==> config.mk <==
export PLATFORM = sky130hd
export DESIGN_NAME = imm_extend_pipe
export DESIGN_NICKNAME = d
export VERILOG_FILES = /design/src/rtl/imm_extend_pipe_pkg.sv /design/src/rtl/imm_extend_pipe_decode.sv /design/src/rtl/imm_extend_pipe.sv
export SDC_FILE = /design/constraint.sdc
export NUM_CORES = 1
export LEC_CHECK = 0
export BUFFER_PORTS_ARGS = -buffer_cell sky130_fd_sc_hd__buf_2
export CORE_UTILIZATION = 60
export DETAILED_ROUTE_END_ITERATION = 10
export MAX_ROUTING_LAYER = met4
export PLACE_DENSITY = 0.83
export SLEW_MARGIN = 20
export SYNTH_ARGS = -nofsm -noshare
export SYNTH_HDL_FRONTEND = slang
export SYNTH_HIERARCHICAL = 1
export SYNTH_SLANG_ARGS = --single-unit
export TNS_END_PERCENT = 5
==> constraint.sdc <==
create_clock -name iCLK -period 15.1 [get_ports iCLK]
set_input_delay 3.775 -clock iCLK [delete_from_list [all_inputs] [get_ports iCLK]]
set_output_delay 3.775 -clock iCLK [all_outputs]
set_load 0.01 [all_outputs]
==> src/rtl/imm_extend_pipe_pkg.sv <==
// Shared LEGv8 opcode constants and immediate format codes used by the
// immediate decoder and the pipelined immediate generator.
package imm_extend_pipe_pkg;

  // Format code presented alongside every extended immediate
  typedef enum logic [2:0] {
    FMT_NONE = 3'd0,
    FMT_D    = 3'd1,
    FMT_I    = 3'd2,
    FMT_B    = 3'd3,
    FMT_CB   = 3'd4,
    FMT_IW   = 3'd5
  } fmt_e;

  // D-format opcodes, instruction bits [31:21]
  localparam logic [10:0] OPC_D_LDUR   = 11'h7C2;
  localparam logic [10:0] OPC_D_STUR   = 11'h7C0;
  localparam logic [10:0] OPC_D_LDURSW = 11'h5C4;
  localparam logic [10:0] OPC_D_STURW  = 11'h5C0;
  localparam logic [10:0] OPC_D_LDURH  = 11'h3C2;
  localparam logic [10:0] OPC_D_STURH  = 11'h3C0;
  localparam logic [10:0] OPC_D_LDURB  = 11'h1C2;
  localparam logic [10:0] OPC_D_STURB  = 11'h1C0;
  localparam logic [10:0] OPC_D_LDXR   = 11'h642;
  localparam logic [10:0] OPC_D_STXR   = 11'h640;

  // I-format opcodes, instruction bits [31:22]
  localparam logic [9:0] OPC_I_ADDI  = 10'h244;
  localparam logic [9:0] OPC_I_ADDIS = 10'h2C4;
  localparam logic [9:0] OPC_I_SUBI  = 10'h344;
  localparam logic [9:0] OPC_I_SUBIS = 10'h3C4;
  localparam logic [9:0] OPC_I_ANDI  = 10'h248;
  localparam logic [9:0] OPC_I_ANDIS = 10'h3C8;
  localparam logic [9:0] OPC_I_ORRI  = 10'h2C8;
  localparam logic [9:0] OPC_I_EORI  = 10'h348;

  // IW-format opcodes, instruction bits [31:23]
  localparam logic [8:0] OPC_IW_MOVZ = 9'h1A5;
  localparam logic [8:0] OPC_IW_MOVK = 9'h1E5;

  // CB-format opcodes, instruction bits [31:24]
  localparam logic [7:0] OPC_CB_CBZ   = 8'hB4;
  localparam logic [7:0] OPC_CB_CBNZ  = 8'hB5;
  localparam logic [7:0] OPC_CB_BCOND = 8'h54;

  // B-format opcodes, instruction bits [31:26]
  localparam logic [5:0] OPC_B_B  = 6'h05;
  localparam logic [5:0] OPC_B_BL = 6'h25;

endpackage

==> src/rtl/imm_extend_pipe_decode.sv <==
// Combinational LEGv8 immediate decoder: instruction word in, extended
// immediate, format code and illegal flag out. The MOVZ/MOVK wide-immediate
// path and its shifter exist only when IMM_IW_EN is defined.
module imm_decode_comb
  import imm_extend_pipe_pkg::*;
#(
  parameter int DATA_WIDTH = 64
) (
  input  logic [31:0]           iInstr,
  output logic [DATA_WIDTH-1:0] oImm,
  output fmt_e                  oFormat,
  output logic                  oIllegal
);

  logic [63:0] w_full;
  fmt_e        w_fmt;
  logic        w_ill;

`ifdef IMM_IW_EN
  logic [63:0] w_iwShifted;
  logic        w_iwOverflow;

  assign w_iwShifted  = {48'b0, iInstr[20:5]} << {iInstr[22:21], 4'b0000};
  assign w_iwOverflow = ((int'(iInstr[22:21]) + 1) * 16) > DATA_WIDTH;
`endif

  // Widest opcode field is tested first so longer encodings shadow shorter ones
  always_comb begin
    w_full = '0;
    w_fmt  = FMT_NONE;
    w_ill  = 1'b1;
    if (iInstr[31:21] inside {OPC_D_LDUR, OPC_D_STUR, OPC_D_LDURSW, OPC_D_STURW,
                              OPC_D_LDURH, OPC_D_STURH, OPC_D_LDURB, OPC_D_STURB,
                              OPC_D_LDXR, OPC_D_STXR}) begin
      w_full = {{55{iInstr[20]}}, iInstr[20:12]};
      w_fmt  = FMT_D;
      w_ill  = 1'b0;
    end else if (iInstr[31:22] inside {OPC_I_ADDI, OPC_I_ADDIS, OPC_I_SUBI, OPC_I_SUBIS,
                                       OPC_I_ANDI, OPC_I_ANDIS, OPC_I_ORRI, OPC_I_EORI}) begin
      w_full = {52'b0, iInstr[21:10]};
      w_fmt  = FMT_I;
      w_ill  = 1'b0;
`ifdef IMM_IW_EN
    end else if (iInstr[31:23] inside {OPC_IW_MOVZ, OPC_IW_MOVK}) begin
      w_fmt = FMT_IW;
      if (w_iwOverflow) begin
        w_full = '0;
        w_ill  = 1'b1;
      end else begin
        w_full = w_iwShifted;
        w_ill  = 1'b0;
      end
`endif
    end else if (iInstr[31:24] inside {OPC_CB_CBZ, OPC_CB_CBNZ, OPC_CB_BCOND}) begin
      w_full = {{43{iInstr[23]}}, iInstr[23:5], 2'b00};
      w_fmt  = FMT_CB;
      w_ill  = 1'b0;
    end else if (iInstr[31:26] inside {OPC_B_B, OPC_B_BL}) begin
      w_full = {{36{iInstr[25]}}, iInstr[25:0], 2'b00};
      w_fmt  = FMT_B;
      w_ill  = 1'b0;
    end
  end

  // Bits above the configured width are dropped on narrow builds
  if (DATA_WIDTH < 64) begin : g_trim
    logic w_unusedHigh;
    assign w_unusedHigh = ^w_full[63:DATA_WIDTH];
  end

  assign oImm     = w_full[DATA_WIDTH-1:0];
  assign oFormat  = w_fmt;
  assign oIllegal = w_ill;

endmodule

==> src/rtl/imm_extend_pipe.sv <==
// Pipelined LEGv8 immediate generator: decodes at acceptance, then carries
// the result through LATENCY valid/ready stages with flush. Wide-immediate
// (MOVZ/MOVK) decoding is enabled by defining IMM_IW_EN.
module imm_extend_pipe
  import imm_extend_pipe_pkg::*;
#(
  parameter int DATA_WIDTH = 64,
  parameter int LATENCY    = 2
) (
  input  logic                  iCLK,
  input  logic                  iRST,
  input  logic                  iFlush,
  input  logic                  iValid,
  output logic                  oReady,
  input  logic [31:0]           iInstr,
  output logic                  oValid,
  input  logic                  iReady,
  output logic [DATA_WIDTH-1:0] oImmediateExtended,
  output logic [2:0]            oFormat,
  output logic                  oIllegal
);

  logic [DATA_WIDTH-1:0] w_decImm;
  fmt_e                  w_decFmt;
  logic                  w_decIll;

  logic [LATENCY-1:0]    r_valid;
  logic [DATA_WIDTH-1:0] r_imm [LATENCY];
  fmt_e                  r_fmt [LATENCY];
  logic                  r_ill [LATENCY];

  logic [LATENCY-1:0]    w_adv;
  logic [LATENCY-1:0]    w_load;

  imm_decode_comb #(.DATA_WIDTH(DATA_WIDTH)) u_decode (
    .iInstr   (iInstr),
    .oImm     (w_decImm),
    .oFormat  (w_decFmt),
    .oIllegal (w_decIll)
  );

  // Advance ripples back from the consumer; a stage can load when empty or draining
  always_comb begin
    w_adv = '0;
    w_adv[LATENCY-1] = r_valid[LATENCY-1] && iReady;
    for (int k = LATENCY - 2; k >= 0; k--) begin
      w_adv[k] = r_valid[k] && (!r_valid[k+1] || w_adv[k+1]);
    end
    w_load = ~r_valid | w_adv;
  end

  assign oReady = w_load[0] && !iRST && !iFlush;

  // Stage registers: reset clears everything, flush drops valids only
  always_ff @(posedge iCLK) begin
    if (iRST) begin
      r_valid <= '0;
      for (int k = 0; k < LATENCY; k++) begin
        r_imm[k] <= '0;
        r_fmt[k] <= FMT_NONE;
        r_ill[k] <= 1'b0;
      end
    end else if (iFlush) begin
      r_valid <= '0;
    end else begin
      if (w_load[0]) begin
        r_valid[0] <= iValid;
        if (iValid) begin
          r_imm[0] <= w_decImm;
          r_fmt[0] <= w_decFmt;
          r_ill[0] <= w_decIll;
        end
      end
      for (int k = 1; k < LATENCY; k++) begin
        if (w_load[k]) begin
          r_valid[k] <= r_valid[k-1];
          if (r_valid[k-1]) begin
            r_imm[k] <= r_imm[k-1];
            r_fmt[k] <= r_fmt[k-1];
            r_ill[k] <= r_ill[k-1];
          end
        end
      end
    end
  end

  assign oValid             = r_valid[LATENCY-1];
  assign oImmediateExtended = r_imm[LATENCY-1];
  assign oFormat            = r_fmt[LATENCY-1];
  assign oIllegal           = r_ill[LATENCY-1];

endmodule
==> run_results.csv, run 1 <==
group,metric,value,unit
run_status,run_status,"finished, final reports clean",
floorplan,die_h,116,microns
cells_and_area,area.growth.synth_to_final,3.48,%
power_and_ir_drop,vdd_drop_max,0.0701,mV
cells_and_area,fin_area,8080,sq um
worst_setup_path,critical_path.endpoint_type,"primary output",
worst_setup_path,required,11320,ps
clock_tree,cts_tree,"done",
sta,layout_min_cycle_time,9010,ps
yosys,async_flop_share,0,%
placement,numPortBuffers,106,
yosys,synth_top_cell_area_share,52.3,%
floorplan,rows,41,
placement,place_hpwl,6950,microns
floorplan,ios,107,
sta,fin_crit_sh,59.6,%
cells_and_area,fillers,923,
yosys,synth.most_common_cell,"edfxtp_1",
sta,max_freq,111,MHz
cells_and_area,register_area,4120,sq um
sta,fin_tns_setup,0,ps
floorplan,initial_core_util,61.6,%
route,drt_iter0_drc,411,
placement,dpl_worst_slack,6100,ps
route,final_antenna_net_count,0,
sta,whs,545,ps
grt,grt_max_degree,137,
route,wl_per_cell,18.4,microns
clock_tree,cts_buffer_depth,2,
cells_and_area,antenna_cells,0,
clock_tree,cts_hold_buf,0,
clock_tree,clk_latency,410,ps
clock_tree,cts_sinks,138,
yosys,synth_area,7810,sq um
cells_and_area,fin_util,63.8,%
clock_tree,cts.repair.resized,0,
yosys,synth_edf_count,136,
placement,place_congestion,0.893,
worst_setup_path,arrival,5230,ps
power_and_ir_drop,power,0.940,mW
cells_and_area,nets,518,
floorplan,core,12700,sq um
grt,grt_usage,19.9,%
yosys,ys.flop_type,"edfxtp_1",
clock_tree,cts_root_buf,"clkbuf_16",
clock_tree,cts_made_buffers,17,
placement,placedCellCount,634,
run,max_cap_violations,0,
grt,grt_pass1_vias,3677,
yosys,syn-mean-instance-area,15.5,sq um
cells_and_area,multiInputGateArea,2510,sq um
yosys,synth.distinct_cells,40,
hold_path,min_path_type,"flop to flop",
grt,antenna_found_initial,0,
sta,skew,7.43,ps
clock_tree,h-tree-depth,4,
sta,grt_setup_unrepaired,"no",
worst_setup_path,worstPathMaxFanout,72,
cells_and_area,drive_above_1_share,53.2,%
sta,hold_viol,0,
route,firstDrtPassIters,5,
power_and_ir_drop,p_leak,2.64,nW
worst_setup_path,worstSetupPathType,"input port to primary output",
clock_tree,path_clk_slew,50,ps
yosys,yosys-top-cells-count,"edfxtp_1 (136), nor4b_2 (107), buf_4 (105)",
yosys,syn_nets,542,
sta,slew_violations,0,
yosys,synthTopCellsByArea,"edfxtp_1 (52%), nor4b_2 (21%), buf_4 (10%)",
yosys,synth.ff_latch_count,138,
cells_and_area,final_cells,666,
floorplan,dieArea,13500,sq um
yosys,syn_inst,505,
route,num_vias,4017,
grt,grt_remaining_overflow,0,
sta,worstMarginPinSlew,1060,ps
placement,placedInstanceArea,7470,sq um
route,finalWirelength,12200,microns
route,via_per_inst,6.03,
yosys,synth_seq_area_share,52.8,%
worst_setup_path,crit_path_start_kind,"input port",
clock_tree,post-cts-setup-buffer-count,0,
sta,slew-limit-headroom,29.6,%
sta,final.setup.worst_slack,6090,ps
power_and_ir_drop,power_density,116,nW/um^2
yosys,synth.largest_area_cell,"edfxtp_1",
floorplan,die_w,116,microns
yosys,yosys_warnings,6,
sta,setup_viol,0,
route,drcViolationCount,0,
grt,grt_pass1_wl,19500,microns
[worst max-delay path: stages]
cell and delay, ps:
buf_2 100, and3b_4 270, buf_4 750, nor2_1 100, buf_2 170
[power by group]
part,internal [mW],switching (mW),leakage [nW]
combinational,0.0223,0.0446,0.907
clock,0.275,0.151,0.288
sequential,0.442,0.00508,1.45
total,0.739,0.201,2.64
[cell usage in the layout, fill, tap and decap left out, drive strengths merged]
cell	netlist	routed
nor2	4	4
a21oi	1	1
nor4	1	1
inv	6	6
edfxtp	136	136
or4b	2	2
o21ai	2	2
or2	2	2
a222oi	6	6
a211oi	1	1
mux2i	3	3
clkbuf	15	20
bufinv	0	4
o211ai	1	1
nor4bb	1	1
and2	1	1
nor4b	137	137
nor3	2	2
nand3b	2	2
buf	141	113
a31o	1	1
dfxtp	2	2
xnor2	1	1
o21bai	3	3
clkinv	0	5
and3b	1	1
mux2	1	1
a22oi	1	1
o21ba	2	2
a22o	7	7
nand2b	6	6
a221o	16	16
clkinvlp	0	3
[final cells by class]
type,instances,share of cell area (%)
Inverter,6,0.279
Clock inverter,12,2.15
Sequential cell,138,51.0
Timing Repair Buffer,113,7.37
Clock buffer,20,5.40
Tap cell,172,2.66
Multi-Input combinational cell,205,31.1
[kinds of logic (layout without fill, tap and decap cells)]
kind of cell	after synthesis	in the layout	synth area share [%]
AO/OA/AOI/OAI	41	41	4.95
AND/OR/NAND/NOR	159	159	26.1
flip-flops	138	138	52.8
XOR/XNOR	1	1	0.112
multiplexers	4	4	0.529
buffers and inverters	162	151	15.5
[path summary, 6_finish.rpt]
kind                                  from     endpoint  slack [ps]  cells after the start
worst max register to register  r_valid[0]  r_fmt[0][0]       12270                      4
worst max-delay path                iReady       oReady        6090                      5
worst min register to register  r_valid[0]   r_valid[1]         540                      2
worst min-delay path            r_valid[0]   r_valid[1]         540                      2
[registers in the layout (all words and copies together), names as in the netlist]
| register | cells |
|---|---|
| r_valid | 2 |
| r_imm | 128 |
| r_fmt | 6 |
| r_ill | 2 |
[per-layer routing]
metal	vias to the layer above	part of all wire [%]	wire (microns)	global-route usage, %
met2	138	50	6120	29.7
met1	2007	44	5340	26.2
met5	-	0	0	-
met4	0	1.7	211	9.15
li1	1853	-	-	-
met3	19	4.7	573	4.41
Power figures use the tool's default switching activity.
==> run 2, diff against run 1 <==
--- a/config.mk
+++ b/config.mk
@@ -5,11 +5,12 @@
 export SDC_FILE = /design/constraint.sdc
 export NUM_CORES = 1
 export LEC_CHECK = 0
+export ABC_AREA = 1
 export BUFFER_PORTS_ARGS = -buffer_cell sky130_fd_sc_hd__buf_2
-export CORE_UTILIZATION = 60
+export CORE_UTILIZATION = 59
 export DETAILED_ROUTE_END_ITERATION = 10
 export MAX_ROUTING_LAYER = met4
-export PLACE_DENSITY = 0.83
+export PLACE_DENSITY = 0.82
 export SLEW_MARGIN = 20
 export SYNTH_ARGS = -nofsm -noshare
 export SYNTH_HDL_FRONTEND = slang
==> constraint.sdc (replaced) <==
create_clock -name iCLK -period 9.3 [get_ports iCLK]
set_input_delay 2.325 -clock iCLK [delete_from_list [all_inputs] [get_ports iCLK]]
set_output_delay 2.325 -clock iCLK [all_outputs]
set_load 0.01 [all_outputs]
==> run 2 against run 1 <==
Compared with the run above:
- via count rose by 1.6%
- total power rose by 66%
- count of clock-buffer cells in the layout is 2 lower
- clock power grew 73%
- final area decreased by 5.4%
- non-clock buffer count decreased by 4
- global-route usage barely moved
- critical path depth stayed put
- sequential power up 62%
- highest routed layer unchanged
==> run_results.csv, run 2 <==
group,metric,value,unit
run_status,run_status,"finished, final reports clean",
run,max_cap_violations,0,
floorplan,die_w,113,microns
yosys,ys.flop_type,"edfxtp_1",
cells_and_area,mostFrequentLayoutCell,"inv_1",
yosys,async_flop_share,0,%
worst_setup_path,reg2reg_from,"r_valid[0]",
yosys,syn_nets,754,
yosys,synth.most_common_cell,"inv_1",
worst_setup_path,r2r_setup_slack,6590,ps
cells_and_area,drive_above_1_share,26.8,%
worst_setup_path,worstPathMaxFanout,3,
cells_and_area,largestRegisters,"r_imm x128, r_fmt x6",
clock_tree,cts.repair.resized,0,
sta,setup_viol,0,
yosys,synth_simple_gate_area_share,20.9,%
yosys,muxShareOfSynthArea,0,%
route,wl_per_cell,12.7,microns
clock_tree,clk_latency,420,ps
yosys,synth_xor_area_share,0,%
sta,slew-limit-headroom,27.3,%
grt,antenna_found_initial,0,
grt,met1_usage,24.8,%
route,num_vias,4080,
clock_tree,cts_buffer_depth,2,
grt,busiest_layer,"met2",
grt,grt_max_degree,78,
worst_setup_path,r2r_end,"r_imm[0][71]",
yosys,syn-mean-instance-area,10.1,sq um
yosys,synth.distinct_cells,20,
power_and_ir_drop,power_density,204,nW/um^2
yosys,synthAdderAreaFrac,0,%
clock_tree,cts_root_buf,"clkbuf_16",
worst_setup_path,endpoint,"oReady",
worst_setup_path,critical_path.endpoint_type,"primary output",
hold_path,min_path_type,"flop to flop",
sta,layout_min_cycle_time,5200,ps
sta,worstMarginPinSlew,1090,ps
placement,place_congestion,0.922,
route,drt_iter0_drc,539,
cells_and_area,multiInputGateArea,1540,sq um
yosys,synthTopCellsByArea,"edfxtp_1 (56%), buf_4 (11%), inv_1 (8.1%)",
route,final_antenna_net_count,0,
cells_and_area,regMostFlops,"r_imm",
cells_and_area,antenna_cells,0,
yosys,yosys_warnings,6,
floorplan,die_h,113,microns
yosys,synth.largest_area_cell,"edfxtp_1",
cells_and_area,nets,756,
floorplan,ios,107,
clock_tree,cts_hold_buf,0,
yosys,synth_seq_area_share,57.0,%
grt,grt_usage,20.0,%
grt,grt_pass1_vias,4006,
grt,use_met3,5.68,%
yosys,synth_edf_count,136,
sta,fin_crit_sh,55.9,%
sta,fin_tns_setup,0,ps
cells_and_area,fin_util,63.9,%
route,firstDrtPassIters,5,
cells_and_area,most-common-layout-cells,"inv_1 (157), edfxtp_1 (136), buf_2 (106), nor2_1 (105), nand2_1 (94)",
sta,max_freq,192,MHz
grt,grt_util_met2,30.5,%
yosys,yosys-top-cells-count,"inv_1 (157), edfxtp_1 (136), buf_4 (105), nor2_1 (105), nand2_1 (97)",
floorplan,core,12000,sq um
yosys,synth_top_cell_area_share,56.5,%
clock_tree,cts_sinks,138,
clock_tree,cts_made_buffers,17,
worst_setup_path,r2r_cells,4,
sta,grt_setup_unrepaired,"no",
sta,skew,11.7,ps
floorplan,dieArea,12700,sq um
sta,slew_violations,0,
yosys,synth_compound_area_share,0.208,%
clock_tree,path_clk_slew,60,ps
clock_tree,cts_tree,"done",
cells_and_area,largest_reg_flops,128,
yosys,syn_inst,717,
worst_setup_path,required,6980,ps
cells_and_area,area.growth.synth_to_final,5.69,%
worst_setup_path,arrival,2870,ps
sta,final.setup.worst_slack,4100,ps
route,finalWirelength,11200,microns
floorplan,initial_core_util,60.5,%
clock_tree,h-tree-depth,4,
placement,numPortBuffers,106,
placement,dpl_worst_slack,4100,ps
cells_and_area,register_area,4120,sq um
worst_setup_path,crit_start,"iRST",
worst_setup_path,worstSetupPathType,"input port to primary output",
floorplan,rows,40,
route,drcViolationCount,0,
placement,place_hpwl,6910,microns
cells_and_area,fillers,900,
clock_tree,post-cts-setup-buffer-count,0,
power_and_ir_drop,vdd_drop_max,0.130,mV
route,via_per_inst,4.64,
yosys,synth_top_family_by_area,"buffers and inverters",
power_and_ir_drop,p_leak,3.12,nW
grt,grt_pass1_wl,18800,microns
grt,grt_remaining_overflow,0,
yosys,synth.ff_latch_count,138,
sta,hold_viol,0,
worst_setup_path,crit_path_start_kind,"input port",
yosys,synth_area,7230,sq um
## run 2: changes by cell type in the layout (fill, tap and decap cells not counted), moves of 7 or more
cell / before / now
nand3_1: 0 / 27
nor4b_1: 29 / 0
a22o_1: 7 / 0
nand2_1: 0 / 94
nor2_4: 1 / 42
nor2_1: 2 / 105
nor4b_2: 107 / 0
nand4_1: 0 / 10
inv_1: 6 / 157
a221o_1: 15 / 0
## run 2: layout make-up
class	instances	area share, %
Multi-Input combinational cell	294	20.1
Tap cell	147	2.41
Inverter	159	7.81
Clock inverter	14	2.86
Clock buffer	18	5.61
Timing Repair Buffer	109	7.23
Sequential cell	138	53.9
## run 2: worst min path at each step
| stage | startpoint | to | slack [ps] | depth (start not counted) |
|---|---|---|---|---|
| 2_1_floorplan | r_valid[0] | r_valid[1] | 470 | 2 |
| 3_3_place_gp | r_valid[0] | r_valid[1] | 480 | 2 |
| 3_5_place_dp | r_valid[0] | r_valid[1] | 520 | 2 |
| 4_1_cts | r_valid[0] | r_valid[1] | 530 | 2 |
| 5_1_grt | r_valid[0] | r_valid[1] | 550 | 2 |
| 6_report | r_valid[0] | r_valid[1] | 530 | 2 |
## run 2: critical path, cell delays in order
cell	delay, ps
buf_2	110
nor2_2	190
nand2_1	80
inv_1	50
buf_2	110
## run 2: logic make-up (layout without fill, tap and decap cells)
| kind of cell | Yosys count | in the layout |
|---|---|---|
| flops | 138 | 138 |
| compound gates | 3 | 3 |
| simple gates | 291 | 291 |
| buf+inv | 285 | 300 |
## run 2: through the flow
stage | power (mW) | instance area, sq um | cells | hold slack [ps]
5_1_grt | 1.61 | 7640 | 879 | 548
6_report | 1.56 | 7640 | 879 | 529
4_1_cts | 1.57 | 7640 | 879 | 526
2_1_floorplan | 0.823 | 7230 | 717 | 474
3_5_place_dp | 0.833 | 6990 | 847 | 516
3_3_place_gp | 0.828 | 6990 | 847 | 481
## run 2: power by group
part / internal [mW] / switching [mW]
clock: 0.478 / 0.259
combinational: 0.0280 / 0.0683
sequential: 0.715 / 0.00759
## run 2: metal layers
layer  up-vias  wire length, microns  part of all wire [%]
li1       2088                     -                     -
met1      1847                  4860                    44
met2       125                  5510                    49
met3        20                   551                   4.9
met4         0                   237                   2.1
met5         -                     0                     0
